$ cat config.mk
export PLATFORM = sky130hd
export DESIGN_NAME = aes128_arbiter
export DESIGN_NICKNAME = d
export VERILOG_FILES = /design/src/rtl/aes_arb_pkg.sv /design/src/rtl/aes_arb_rr_arbiter2.sv /design/src/rtl/aes128_arbiter.sv
export SDC_FILE = /design/constraint.sdc
export NUM_CORES = 1
export LEC_CHECK = 0
export CAP_MARGIN = 0
export CORE_AREA = 2 2 449 451
export CTS_CLUSTER_SIZE = 24
export DETAILED_ROUTE_END_ITERATION = 10
export DIE_AREA = 0 0 451 453
export GPL_TIMING_DRIVEN = 1
export PLACE_DENSITY = 0.3
export SYNTH_ARGS = -nofsm -noshare
export SYNTH_HDL_FRONTEND = slang
export SYNTH_HIERARCHICAL = 1
export SYNTH_SLANG_ARGS = --single-unit
$ cat constraint.sdc
create_clock -name clk -period 3.36 [get_ports clk]
set_input_delay 0.672 -clock clk [delete_from_list [all_inputs] [get_ports clk]]
set_output_delay 0.672 -clock clk [all_outputs]
set_load 0.05 [all_outputs]
$ cat src/rtl/aes_arb_pkg.sv
`default_nettype none
// ============================================================================
// Module      : aes_arb_pkg
// Description : Shared types and constants for the two-requester AES128 core
//               arbiter: FSM state encoding, block width, default core
//               latencies and the owner type.
// Ports       : none (package)
// Revision    : 1.0  initial release
// ============================================================================
package aes_arb_pkg;

  localparam int AES_W            = 128;
  localparam int LAT_SAME_KEY_DEF = 12;
  localparam int LAT_NEW_KEY_DEF  = 23;
  localparam int CNT_W_DEF        = 5;

  typedef enum logic [1:0] {
    IDLE = 2'd0,
    WAIT = 2'd1,
    RESP = 2'd2
  } arb_state_e;

  // Identifies requester 0 or requester 1.
  typedef logic owner_t;

endpackage : aes_arb_pkg
`default_nettype wire

$ cat src/rtl/aes_arb_rr_arbiter2.sv
`default_nettype none
// ============================================================================
// Module      : rr_arbiter2
// Description : Combinational two-way round-robin grant. A lone request wins
//               outright; when both request, the pointer picks the winner.
// Ports       : req   [1:0] in   request lines (bit n = requester n)
//               ptr         in   preferred requester on a tie
//               grant [1:0] out  one-hot grant, zero when nobody requests
// Revision    : 1.0  initial release
// ============================================================================
module rr_arbiter2
  import aes_arb_pkg::*;
(
  input  logic [1:0] req,
  input  owner_t     ptr,
  output logic [1:0] grant
);

  always_comb begin
    grant = 2'b00;
    case (req)
      2'b01:   grant = 2'b01;
      2'b10:   grant = 2'b10;
      2'b11:   grant = ptr ? 2'b10 : 2'b01;
      default: grant = 2'b00;
    endcase
  end

endmodule : rr_arbiter2
`default_nettype wire

$ cat src/rtl/aes128_arbiter.sv
`default_nettype none
// ============================================================================
// Module      : aes128_arbiter
// Description : Shares one AES128 encrypt/decrypt core between two
//               requesters. One operation is in flight at a time; operands
//               are held on the core for a fixed latency (longer when the key
//               changes, so key expansion can finish), then the captured
//               result is returned to the owner over a valid/ready channel.
// Ports       : clk, reset (sync, active-low)
//               reqN_valid/ready/dec/data/key   request channel, N = 0,1
//               rspN_valid/ready/data            response channel, N = 0,1
//               core_sel_cypher/message/key      operands to the core
//               core_result                      core output
//               op_count, rekey_count            only with AES_ARB_STATS_EN
// Build macro : AES_ARB_STATS_EN adds saturating 16-bit accept/rekey counters.
// Note        : 128-bit buses are [127:0]; bit 127 carries the first
//               (most significant) bit of the block.
// Revision    : 1.0  initial release
// ============================================================================
module aes128_arbiter
  import aes_arb_pkg::*;
#(
  parameter int LAT_SAME_KEY = LAT_SAME_KEY_DEF,
  parameter int LAT_NEW_KEY  = LAT_NEW_KEY_DEF,
  parameter int CNT_W        = CNT_W_DEF
) (
  input  logic             clk,
  input  logic             reset,
  input  logic             req0_valid,
  output logic             req0_ready,
  input  logic             req0_dec,
  input  logic [AES_W-1:0] req0_data,
  input  logic [AES_W-1:0] req0_key,
  input  logic             req1_valid,
  output logic             req1_ready,
  input  logic             req1_dec,
  input  logic [AES_W-1:0] req1_data,
  input  logic [AES_W-1:0] req1_key,
  output logic             rsp0_valid,
  input  logic             rsp0_ready,
  output logic [AES_W-1:0] rsp0_data,
  output logic             rsp1_valid,
  input  logic             rsp1_ready,
  output logic [AES_W-1:0] rsp1_data,
  output logic             core_sel_cypher,
  output logic [AES_W-1:0] core_message,
  output logic [AES_W-1:0] core_key,
`ifdef AES_ARB_STATS_EN
  output logic [15:0]      op_count,
  output logic [15:0]      rekey_count,
`endif
  input  logic [AES_W-1:0] core_result
);

  localparam logic [CNT_W-1:0] CNT_NEW  = CNT_W'(LAT_NEW_KEY);
  localparam logic [CNT_W-1:0] CNT_SAME = CNT_W'(LAT_SAME_KEY);
  localparam logic [CNT_W-1:0] CNT_ONE  = CNT_W'(1);

  arb_state_e       state_q, state_d;
  owner_t           ptr_q, ptr_d;
  owner_t           owner_q, owner_d;
  logic             key_valid_q, key_valid_d;
  logic [CNT_W-1:0] cnt_q, cnt_d;
  logic [AES_W-1:0] result_q, result_d;
  logic             sel_q, sel_d;
  logic [AES_W-1:0] msg_q, msg_d;
  // The core key register doubles as the last-issued key: both are loaded
  // with the accepted key and cleared together on reset.
  logic [AES_W-1:0] key_q, key_d;

  logic [1:0]       grant;
  owner_t           winner;
  logic             win_dec;
  logic [AES_W-1:0] win_data;
  logic [AES_W-1:0] win_key;
  logic             new_key;
  logic             accept;
  logic             rsp_fire;

  rr_arbiter2 u_rr (
    .req   ({req1_valid, req0_valid}),
    .ptr   (ptr_q),
    .grant (grant)
  );

  assign winner   = grant[1];
  assign win_dec  = winner ? req1_dec  : req0_dec;
  assign win_data = winner ? req1_data : req0_data;
  assign win_key  = winner ? req1_key  : req0_key;
  assign new_key  = !key_valid_q || (win_key != key_q);
  assign accept   = (req0_valid & req0_ready) | (req1_valid & req1_ready);
  assign rsp_fire = (rsp0_valid & rsp0_ready) | (rsp1_valid & rsp1_ready);

  // -------------------------------------------------------------------------
  // State register (and all other flops)
  // -------------------------------------------------------------------------
  always_ff @(posedge clk) begin
    if (!reset) begin
      state_q     <= IDLE;
      ptr_q       <= 1'b0;
      owner_q     <= 1'b0;
      key_valid_q <= 1'b0;
      cnt_q       <= '0;
      result_q    <= '0;
      sel_q       <= 1'b0;
      msg_q       <= '0;
      key_q       <= '0;
    end else begin
      state_q     <= state_d;
      ptr_q       <= ptr_d;
      owner_q     <= owner_d;
      key_valid_q <= key_valid_d;
      cnt_q       <= cnt_d;
      result_q    <= result_d;
      sel_q       <= sel_d;
      msg_q       <= msg_d;
      key_q       <= key_d;
    end
  end

  // -------------------------------------------------------------------------
  // Next-state logic
  // -------------------------------------------------------------------------
  always_comb begin
    state_d = state_q;
    case (state_q)
      IDLE:    if (accept) state_d = WAIT;
      WAIT:    if (cnt_q == CNT_ONE) state_d = RESP;
      RESP:    if (rsp_fire) state_d = IDLE;
      default: state_d = IDLE;
    endcase
  end

  // -------------------------------------------------------------------------
  // Datapath next values
  // -------------------------------------------------------------------------
  always_comb begin
    ptr_d       = ptr_q;
    owner_d     = owner_q;
    key_valid_d = key_valid_q;
    cnt_d       = cnt_q;
    result_d    = result_q;
    sel_d       = sel_q;
    msg_d       = msg_q;
    key_d       = key_q;
    case (state_q)
      IDLE: begin
        if (accept) begin
          sel_d       = win_dec;
          msg_d       = win_data;
          key_d       = win_key;
          owner_d     = winner;
          cnt_d       = new_key ? CNT_NEW : CNT_SAME;
          key_valid_d = 1'b1;
        end
      end
      WAIT: begin
        cnt_d = cnt_q - CNT_ONE;
        // The last wait cycle is when the core output is guaranteed settled.
        if (cnt_q == CNT_ONE) result_d = core_result;
      end
      RESP: begin
        if (rsp_fire) ptr_d = ~owner_q;
      end
      default: begin
      end
    endcase
  end

  // -------------------------------------------------------------------------
  // Output decode
  // -------------------------------------------------------------------------
  always_comb begin
    req0_ready = 1'b0;
    req1_ready = 1'b0;
    rsp0_valid = 1'b0;
    rsp1_valid = 1'b0;
    case (state_q)
      IDLE: begin
        // Held low while reset is asserted so no handshake is offered that
        // the reset would then swallow.
        req0_ready = reset & grant[0];
        req1_ready = reset & grant[1];
      end
      RESP: begin
        rsp0_valid = (owner_q == 1'b0);
        rsp1_valid = (owner_q == 1'b1);
      end
      default: begin
      end
    endcase
  end

  assign rsp0_data       = result_q;
  assign rsp1_data       = result_q;
  assign core_sel_cypher = sel_q;
  assign core_message    = msg_q;
  assign core_key        = key_q;

`ifdef AES_ARB_STATS_EN
  logic [15:0] op_cnt_q, op_cnt_d;
  logic [15:0] rekey_cnt_q, rekey_cnt_d;

  always_comb begin
    op_cnt_d    = op_cnt_q;
    rekey_cnt_d = rekey_cnt_q;
    if (accept && op_cnt_q != 16'hFFFF) op_cnt_d = op_cnt_q + 16'd1;
    if (accept && new_key && rekey_cnt_q != 16'hFFFF) rekey_cnt_d = rekey_cnt_q + 16'd1;
  end

  always_ff @(posedge clk) begin
    if (!reset) begin
      op_cnt_q    <= '0;
      rekey_cnt_q <= '0;
    end else begin
      op_cnt_q    <= op_cnt_d;
      rekey_cnt_q <= rekey_cnt_d;
    end
  end

  assign op_count    = op_cnt_q;
  assign rekey_count = rekey_cnt_q;
`endif

endmodule : aes128_arbiter
`default_nettype wire

-- Word level (Yosys, flattened, before mapping)
Cells that the tools add are included.
- eq/ne operators: 10
- $add $sub $neg: 1
- reductions and logical operators: 9
- bitwise logic cells: 9
- mux-type cells: 16
- operator list (cell ; count):
    $mux W128 ; 2
    $ne A128 B128 Y1 ; 1
    $pmux W2 S3 ; 2
    $mux W5 ; 2
    $pmux W5 S2 ; 1
    $mux W2 ; 4
    $reduce_and A2 Y1 ; 4
    $and A1 B1 Y1 ; 6
    $eq A2 B2 Y1 const B ; 3
    $ne A2 B2 Y1 const B ; 3
    $eq A5 B1 Y1 const B ; 1
    $mux W1 ; 5
    $sub A5 B1 Y5 const B ; 1
    $eq A2 B1 Y1 const B ; 2
    $reduce_and A3 Y1 ; 1
    $logic_not A2 Y1 ; 1
    $or A1 B1 Y1 ; 2
    $reduce_bool A2 Y1 ; 1
    $logic_not A1 Y1 ; 1
    $logic_or A1 B1 Y1 ; 1
    $not A1 Y1 ; 1
- register bits: 395
- output and inout port bits: 517
- logic and storage cells: 54

-- Longest topological paths before layout
Gate-level depths: netlist of the first run.
- word-level depth: 8
- depth in mapped cells: 13
- depth with buffers taken out: 9

-- By module
Netlist of the first run, hierarchy kept.
- by module, submodules not included (module ; sequential area each (um^2) ; area an instance (um^2) ; cells each ; instances):
    aes128_arbiter ; 7907.6 ; 19333.5 ; 2076 ; 1
    rr_arbiter2 ; 0.0 ; 18.8 ; 3 ; 1

-- Least setup slack after synthesis of the first run
OpenSTA, ideal clock, no wires.
- path kind: in2out
- start: in req1_valid
- end: out req1_ready
- arrival time: 2539 ps
- buffers on the path: 6
- slack: 149 ps
- cell stages on the path: 8
- path through: a21boi_1 -> buf_6 -> buf_6 -> buf_6 -> buf_2 -> clkbuf_1 -> buf_2 -> and2_1
- longest elaborated chain between the ends: 4
- elaborated cells between the ends (all ways): 6
- RTL lines (what ; RTL line ; RTL):
    from (decl) ; aes128_arbiter.sv:34 ; input logic req1_valid,
    $eq A2 B2 Y1 / $eq A2 B1 Y1 (equally long branches) ; aes_arb_rr_arbiter2.sv:21 ; case (req)
    $pmux W2 S3 (*) ; aes_arb_rr_arbiter2.sv:21 ;
    $and A1 B1 Y1 (*) ; aes128_arbiter.sv:183 ; req1_ready = reset & grant[1];
    $mux W1 (*) ; aes128_arbiter.sv:178 ; case (state_q)
    to (decl) ; aes128_arbiter.sv:35 ; output logic req1_ready,
Every way passes the cells marked *; elsewhere a longest branch is shown, timed or not.

-- Final worst setup path of the first run
- start: in req1_valid
- end: reg cnt_q[4]
- longest elaborated chain between the ends: 8
- elaborated cells between the ends (all ways): 19
- RTL lines (what ; RTL line ; RTL):
    $eq A2 B2 Y1 / $eq A2 B1 Y1 (equally long branches) ; aes_arb_rr_arbiter2.sv:21 ;
    $pmux W2 S3 (*) ; aes_arb_rr_arbiter2.sv:21 ;
    named net grant[1] ; aes128_arbiter.sv:71 ; logic [1:0] grant;
    $mux W128 / $and A1 B1 Y1 (equally long branches) ; aes128_arbiter.sv:89, aes128_arbiter.sv:183 ;
    $ne A128 B128 Y1 / $mux W1 (equally long branches) ; aes128_arbiter.sv:90, aes128_arbiter.sv:178 ;
    $logic_or A1 B1 Y1 / $and A1 B1 Y1 (equally long branches) ; aes128_arbiter.sv:90, aes128_arbiter.sv:91 ;
    $mux W5 / $or A1 B1 Y1 (equally long branches) ; aes128_arbiter.sv:153, aes128_arbiter.sv:91 ;
    $mux W5 / $ne A2 B2 Y1 (equally long branches) ; n/a ;
    $pmux W5 S2 / $reduce_and A2 Y1 (equally long branches) ; n/a ;
    to (signal assigned) ; aes128_arbiter.sv:113 ; cnt_q <= cnt_d;
    to (decl) ; aes128_arbiter.sv:63 ; logic [CNT_W-1:0] cnt_q, cnt_d;
The timed path passes the listed nets; every way through them passes the cells marked *. The select of a mux whose other input is x is not followed.
A chain may end at the register's enable or synchronous reset.

==> impl_metrics.csv, run 1 <==
group,metric,value,unit
drt,pre_repair_dr_iteration_count,7,
timing,timing.final.crit_period,3.15,ns
timing,highest_achievable_clock_rate,0.317,GHz
logic_synthesis,synth-edff-count,0,
setup_path,worst_case_register_to_register_setup_slack,0.28,ns
final_layout,area_growth_syn_to_layout,90.8,%
worst_hold_path,hold_class,"in -> reg",
setup_path,timing_worst_setup_path_type,"in -> reg",
floorplan,die_width,451,um
clock_network,post-cts-setup-buffers,0,
timing,setup_viol,0,
setup_path,critical_path_slowest_stage_cell,"nor4_1",
worst_hold_path,hold_path.startpoint,"reset",
power_and_ir_drop,combinational_fraction_of_design_power,25.5,%
drt,detail_route.drc_violations,0,
power_and_ir_drop,leakagePower,15.3,nW
status,run_status,"complete, no violations",
logic_synthesis,synth_async_sr_flop_share,0,%
clock_network,longest_clk_path_bufs,3,
power_and_ir_drop,p_per_area,453,mW/mm^2
worst_hold_path,timing.hold.worst_path_depth,2,
logic_synthesis,mappedNetlistNets,2729,
power_and_ir_drop,switch_share,32.3,%
final_layout,stdcell_count,5926,
timing,least_margin_pin_slew,0.976,ns
drt,detailedRoute.firstIterationViolations,834,
setup_path,cpPeakStageDelay,0.31,ns
setup_path,critical_path_peak_fanout,12,
power_and_ir_drop,seq_power_share,31.2,%
setup_path,setup.worst_path.start_class,"input pin",
clock_network,path_clk_slew,0.06,ns
setup_path,reg2reg_depth,14,
floorplan,floorplan.initialDensity,9.71,%
logic_synthesis,syn_avg_cell_area,9.31,um^2
floorplan,io-pin-count,1165,
final_layout,fin_area,0.0369,mm^2
placement,globalplace.congestion,0.849,
grt,groute.usage.overall,13.5,%
setup_path,critical_path_buf_inv_count,7,
setup_path,cp-end-kind,"flop",
logic_synthesis,yosys_warnings,6,
setup_path,r2r-end,"cnt_q[4]",
grt,gr-total-overflow,0,
clock_network,htree_levels,3,
logic_synthesis,netlist_instances,2079,
timing,finalHoldViolations,0,
grt,first_global_vias,20115,
floorplan,design.core.area,0.199,mm^2
grt,grt_first_pass_wirelength,186000,um
power_and_ir_drop,internal_power,11.3,mW
clock_network,root_buffer,"clkbuf_16",
clock_network,tritoncts_clock_tree,"done",
clock_network,clock_insertion_delay_at_the_later_pin_of_the_skew_report,0.67,ns
timing,finalClockSkew,0.0276,ns
logic_synthesis,ys_ff_latch,395,
setup_path,timing.critical_path.mode_cell,"buf_12",
power_and_ir_drop,power.total,16.7,mW
placement,port_buffers,1164,
timing,slew_violations,0,
placement,dp.final_hpwl,120000,um
logic_synthesis,synth_sequential_area_ratio,40.9,%
floorplan,fp-row-count,164,
logic_synthesis,synth_ff_type,"dfxtp_1",
final_layout,drive_gt1_share,9.97,%
drt,route.vias.total,19908,
final_layout,net_total_in_the_final_layout,3867,
drt,final_antenna_net_count,0,
logic_synthesis,synthDistinctLibCells,44,
flow_run,drv.max_cap_violation_count,0,
clock_network,cts.sinks,395,
logic_synthesis,synth_area,0.0194,mm^2
setup_path,crit_chain,"dlygate4sd2_1, buf_12, a21boi_4, buf_12, buf_12, buf_12, mux2i_2, xnor2_1, nor4_1, nand4_1, buf_4, nor4_2, buf_4, and2_1, a31oi_1",
timing,max_slew_margin,35.0,%
drt,detail_route.vias_per_cell,3.36,
placement,dpl_cell_area,0.0346,mm^2
setup_path,crit_required,3.89,ns
timing,unrepaired_setup_endpoints_after_global_routing,"false",
drt,totalWireLength,144000,um
floorplan,die_y,453,um
power_and_ir_drop,p_sw,5.41,mW
clock_network,cts-buffers-inserted,66,
drt,post_drt_wl_per_cell,24.2,um
placement,placed_cells,5805,
power_and_ir_drop,irDropWorstVdd,0.317,mV
grt,grt_max_degree,176,
setup_path,crit_family,"buffers and inverters",
timing,post-route-period-util,93.8,%
setup_path,rr_startpoint,"ptr_q",
power_and_ir_drop,clock_power_share,43.3,%
grt,number_of_antenna_violations_at_the_first_check_in_global_routing,71,
setup_path,worst-endpoint-arrival,3.68,ns
floorplan,fp.dieArea,0.204,mm^2
worst_hold_path,min_to,"state_q[1]",
==> power groups by stage <==
stage | Clock (mW) | Combinational, mW | Sequential, mW
after global routing | 7.76 | 4.51 | 5.25
after detailed placement | 0 | 4.34 | 5.32
after global placement | 0 | 4.36 | 5.32
after floorplan | 0 | 1.19 | 6.13
final | 7.25 | 4.27 | 5.22
after CTS | 7.65 | 4.37 | 5.22
==> synth_stat cells, drive strengths merged, types with 3 or more instances <==
cell type / instances / area, um^2
a211oi: 4 / 30.0
a21boi: 131 / 983
a21oi: 7 / 35.0
a221oi: 4 / 35.0
a22oi: 6 / 45.0
and2: 6 / 37.5
buf: 164 / 1190
clkbuf: 124 / 465
dfxtp: 395 / 7910
inv: 3 / 11.3
mux2i: 259 / 2610
nand2: 529 / 1990
nand3: 4 / 20.0
nand4: 11 / 68.8
nor2: 12 / 45.0
nor2b: 5 / 31.3
nor3: 4 / 25.0
nor4: 21 / 138
o211a: 257 / 2570
o21a: 3 / 22.5
o21ai: 7 / 35.0
o22ai: 9 / 56.3
o2bb2ai: 8 / 70.1
xnor2: 69 / 604
xor2: 24 / 210
==> worst register-to-register path, cell delays in order (launching register included) <==
cell and delay [ns]:
dfxtp_1 0.33, inv_1 0.07, a21boi_4 0.18, buf_12 0.20
buf_12 0.19, buf_12 0.17, mux2i_2 0.27, xnor2_1 0.09
nor4_1 0.31, nand4_1 0.21, buf_4 0.21, nor4_2 0.29
buf_4 0.16, and2_1 0.18, a31oi_1 0.09
==> routing by layer <==
metal	GRT usage, %	vias to the layer above	share of wire [%]
li1	-	9436	-
met1	15.3	9562	40
met2	24.6	672	52
met3	3.69	186	6.0
met4	3.67	52	2.1
met5	0	-	0.22
==> cell families (layout without fill, tap and decap cells) <==
logic type / after synthesis / after routing / synth area share [%]
other: 0 / 10 / 0
xor gates and xnor gates: 93 / 93 / 4.21
and+or+nand+nor: 598 / 598 / 12.4
DFF: 395 / 395 / 40.9
adders and majority gates: 2 / 2 / 0.129
muxes: 259 / 259 / 13.5
AOI/OAI and AO/OA: 441 / 441 / 20.3
buffers and inverters: 291 / 1472 / 8.62
==> how the worst max path moves through the flow <==
| stage | slack [ns] | cells past startpoint | startpoint | to |
|---|---|---|---|---|
| 2_1_floorplan | 0.15 | 8 | req1_valid | req1_ready |
| 3_3_place_gp | -1.06 | 14 | req1_valid | cnt_q[4] |
| 3_5_place_dp | -1.06 | 14 | req1_valid | cnt_q[4] |
| 4_1_cts | 0.12 | 4 | state_q[1] | rsp0_valid |
| 5_1_grt | 0.01 | 15 | req1_valid | cnt_q[4] |
| 6_report | 0.21 | 15 | req1_valid | cnt_q[4] |
==> cell usage in the layout, fill, tap and decap left out, types with 8 or more instances in the layout <==
master and instances:
a21boi_0 130, buf_12 38, buf_4 162, clkbuf_1 11
clkbuf_16 68, clkbuf_8 13, clkdlybuf4s50_1 1153, dfxtp_1 395
diode_2 10, mux2i_1 251, nand2_1 528, nand4_1 11
nor2_1 12, nor4_1 15, o211a_1 257, o22ai_1 9
o2bb2ai_1 8, xnor2_1 68, xor2_1 24
==> what timing repair did <==
item / CTS / global route
resized for setup: 11 / 5
hold buffers: 0 / 0
pin swaps: 1 / 4
setup endpoints to repair: 5 / 4
==> flip-flops by register name, indices dropped and copies added, names as in the netlist <==
signal and count:
ptr_q 1, core_message 128, owner_q 1, rsp0_data 128, cnt_q 5, key_valid_q 1
core_sel_cypher 1, core_key 128, state_q 2
==> stage by stage <==
stage | setup WS [ns] | hold slack (ns) | TNS [ns] | util [%]
floorplan | 0.149 | 0.440 | 0 | -
global placement | -1.06 | 0.469 | -18.68 | 17.4
detailed placement | -1.06 | 0.476 | -19.43 | 17.4
CTS | 0.120 | 0.319 | 0 | 18.5
global route | 0.0135 | 0.371 | 0 | 18.5
finish | 0.209 | 0.407 | 0 | 18.5
==> layout make-up <==
type | instances | area, um^2
well taps | 2656 | 3320
fillers | 22059 | 162000
repair buffers | 1358 | 13600
flip-flops and latches | 395 | 7910
diodes | 10 | 25.0
multi-input cells | 1393 | 9860
clock inverters | 19 | 290
clock buffers | 92 | 1920
inverters | 3 | 11.3
Power figures use the tool's default switching activity.
==> run 2: changes to the inputs <==
Settings changed: GPL_ROUTABILITY_DRIVEN set to 0, PLACE_DENSITY 0.3 to unset.
==> impl_metrics.csv, run 2 (synthesis results as in run 1) <==
group,metric,value,unit
setup_path,rr_startpoint,"ptr_q",
drt,post_drt_wl_per_cell,26.6,um
grt,number_of_antenna_violations_at_the_first_check_in_global_routing,170,
placement,port_buffers,1164,
placement,placed_cells,5749,
clock_network,root_buffer,"clkbuf_16",
timing,finalHoldViolations,0,
grt,first_global_vias,20029,
setup_path,r2r-end,"cnt_q[3]",
drt,pre_repair_dr_iteration_count,7,
power_and_ir_drop,p_per_area,422,mW/mm^2
timing,tns,0,ns
worst_hold_path,timing.hold.worst_path_depth,2,
flow_run,drv.max_cap_violation_count,0,
grt,met2_usage,23.9,%
grt,groute.usage.overall,14.5,%
grt,global_route.usage.met1,15.9,%
timing,post-route-period-util,95.8,%
setup_path,critical_path_peak_fanout,11,
clock_network,path_clk_slew,0.06,ns
timing,unrepaired_setup_endpoints_after_global_routing,"false",
worst_hold_path,hold_class,"in -> reg",
floorplan,die_width,451,um
timing,slew_violations,0,
timing,finalClockSkew,0.0361,ns
timing,timing.final.crit_period,3.22,ns
clock_network,clock_insertion_delay_at_the_later_pin_of_the_skew_report,0.67,ns
setup_path,setup.worst_path.start_class,"input pin",
timing,timing.hold.ws,0.315,ns
clock_network,htree_levels,2,
status,run_status,"complete, no violations",
drt,totalWireLength,157000,um
timing,setup_viol,0,
grt,global_route_layer_with_the_greatest_usage,"met2",
drt,detail_route.vias_per_cell,3.56,
clock_network,hold_buffers,0,
worst_hold_path,hold_path.startpoint,"reset",
power_and_ir_drop,irDropWorstVdd,0.332,mV
final_layout,drive_gt1_share,8.25,%
clock_network,longest_clk_path_bufs,3,
floorplan,design.core.area,0.199,mm^2
final_layout,stdcell_count,5912,
final_layout,fillers,22212,
grt,grt_max_degree,169,
drt,detailedRoute.firstIterationViolations,1919,
setup_path,timing_worst_setup_path_type,"in -> reg",
clock_network,cts.sinks,395,
setup_path,worst_case_register_to_register_setup_slack,0.19,ns
floorplan,die_y,453,um
final_layout,area_growth_syn_to_layout,85.5,%
final_layout,layout_commonest_cell,"clkdlybuf4s50_1",
drt,final_antenna_net_count,0,
final_layout,net_total_in_the_final_layout,3799,
floorplan,floorplan.initialDensity,9.71,%
clock_network,tritoncts_clock_tree,"done",
placement,dp.final_hpwl,136000,um
floorplan,fp-row-count,164,
drt,route.vias.total,21069,
floorplan,fp.dieArea,0.204,mm^2
power_and_ir_drop,leakagePower,14.8,nW
grt,use_met3,7.13,%
setup_path,reg2reg_depth,14,
grt,grt_first_pass_wirelength,197000,um
drt,detail_route.drc_violations,0,
timing,layout_setup_ws,0.141,ns
grt,gr-total-overflow,0,
worst_hold_path,min_to,"core_key[25]",
setup_path,worst-endpoint-arrival,3.82,ns
timing,max_slew_margin,21.9,%
timing,least_margin_pin_slew,1.17,ns
timing,highest_achievable_clock_rate,0.311,GHz
setup_path,cp-end-kind,"flop",
floorplan,io-pin-count,1165,
final_layout,layout_common_cells,"clkdlybuf4s50_1 (1133), nand2_1 (528), dfxtp_1 (394)",
placement,post-place-ws,-0.805,ns
setup_path,crit_required,3.96,ns
clock_network,cts-buffers-inserted,52,
-- run 2: changes by cell type in the layout (fill, tap and decap cells not counted), sizes merged --
cell	change
dlygate4sd2	+2
diode	+57
clkbuf	-19
bufinv	-2
buf	-36
clkdlybuf4s50	-20
dlymetal6s2s	-1
inv	+1
clkinvlp	+4
-- run 2: power by group --
| group | total [mW] | switching, mW | internal (mW) |
|---|---|---|---|
| clock network | 5.78 | 2.41 | 3.37 |
| logic | 4.15 | 2.30 | 1.86 |
| registers | 5.22 | 0.264 | 4.96 |
-- run 2: critical path, cell delays in order --
cell and delay (ns):
clkdlybuf4s50_1 0.46, a21boi_4 0.22, buf_4 0.21, clkbuf_16 0.21, buf_12 0.16, mux2i_1 0.26, buf_4 0.16, xnor2_1 0.05
nor4_1 0.42, buf_4 0.18, nand3_1 0.15, nor4_1 0.26, and2_1 0.25, o2bb2ai_1 0.14
-- run 2: layer usage --
metal | vias to the layer above | routed length (um)
met5 | - | 758
met4 | 116 | 6630
met3 | 316 | 18800
met2 | 1079 | 73300
met1 | 10192 | 57800
li1 | 9366 | -
-- run 2: per-stage QoR --
stage	utilization [%]	power (mW)	area, um^2
floorplan	-	7.32	19400
global placement	17.1	9.44	34000
detailed placement	17.1	9.47	34000
CTS	17.9	15.4	35700
global route	18.0	15.7	35800
finish	18.0	15.2	35900
-- run 2: worst max-delay path by stage --
stage                    start  depth (start not counted)         end
finish              req0_valid                         14    cnt_q[3]
global route             ptr_q                         15    cnt_q[0]
CTS                      ptr_q                         15    cnt_q[0]
detailed placement  req1_valid                         15    cnt_q[0]
global placement    req1_valid                         15    cnt_q[0]
floorplan           req1_valid                          8  req1_ready
-- run 2: what timing repair did --
action,in CTS,in global routing
setup endpoints to repair,6,4
pin swaps,1,2
buffers inserted,0,1
endpoints found under the hold margin,0,0
cloned,0,1
gates resized for setup,3,2
-- run 2: area by class of cell --
type,instances,area (um^2),area share [%]
timing repair buffer,1304,13000,36.1
antenna,67,168,0.467
sequential,395,7910,22.0
clock buffer,72,1480,4.12
tap,2656,3320,9.26
inverter,3,11.3,0.0314
clock inverter,22,239,0.666
multi-input combinational,1393,9810,27.3
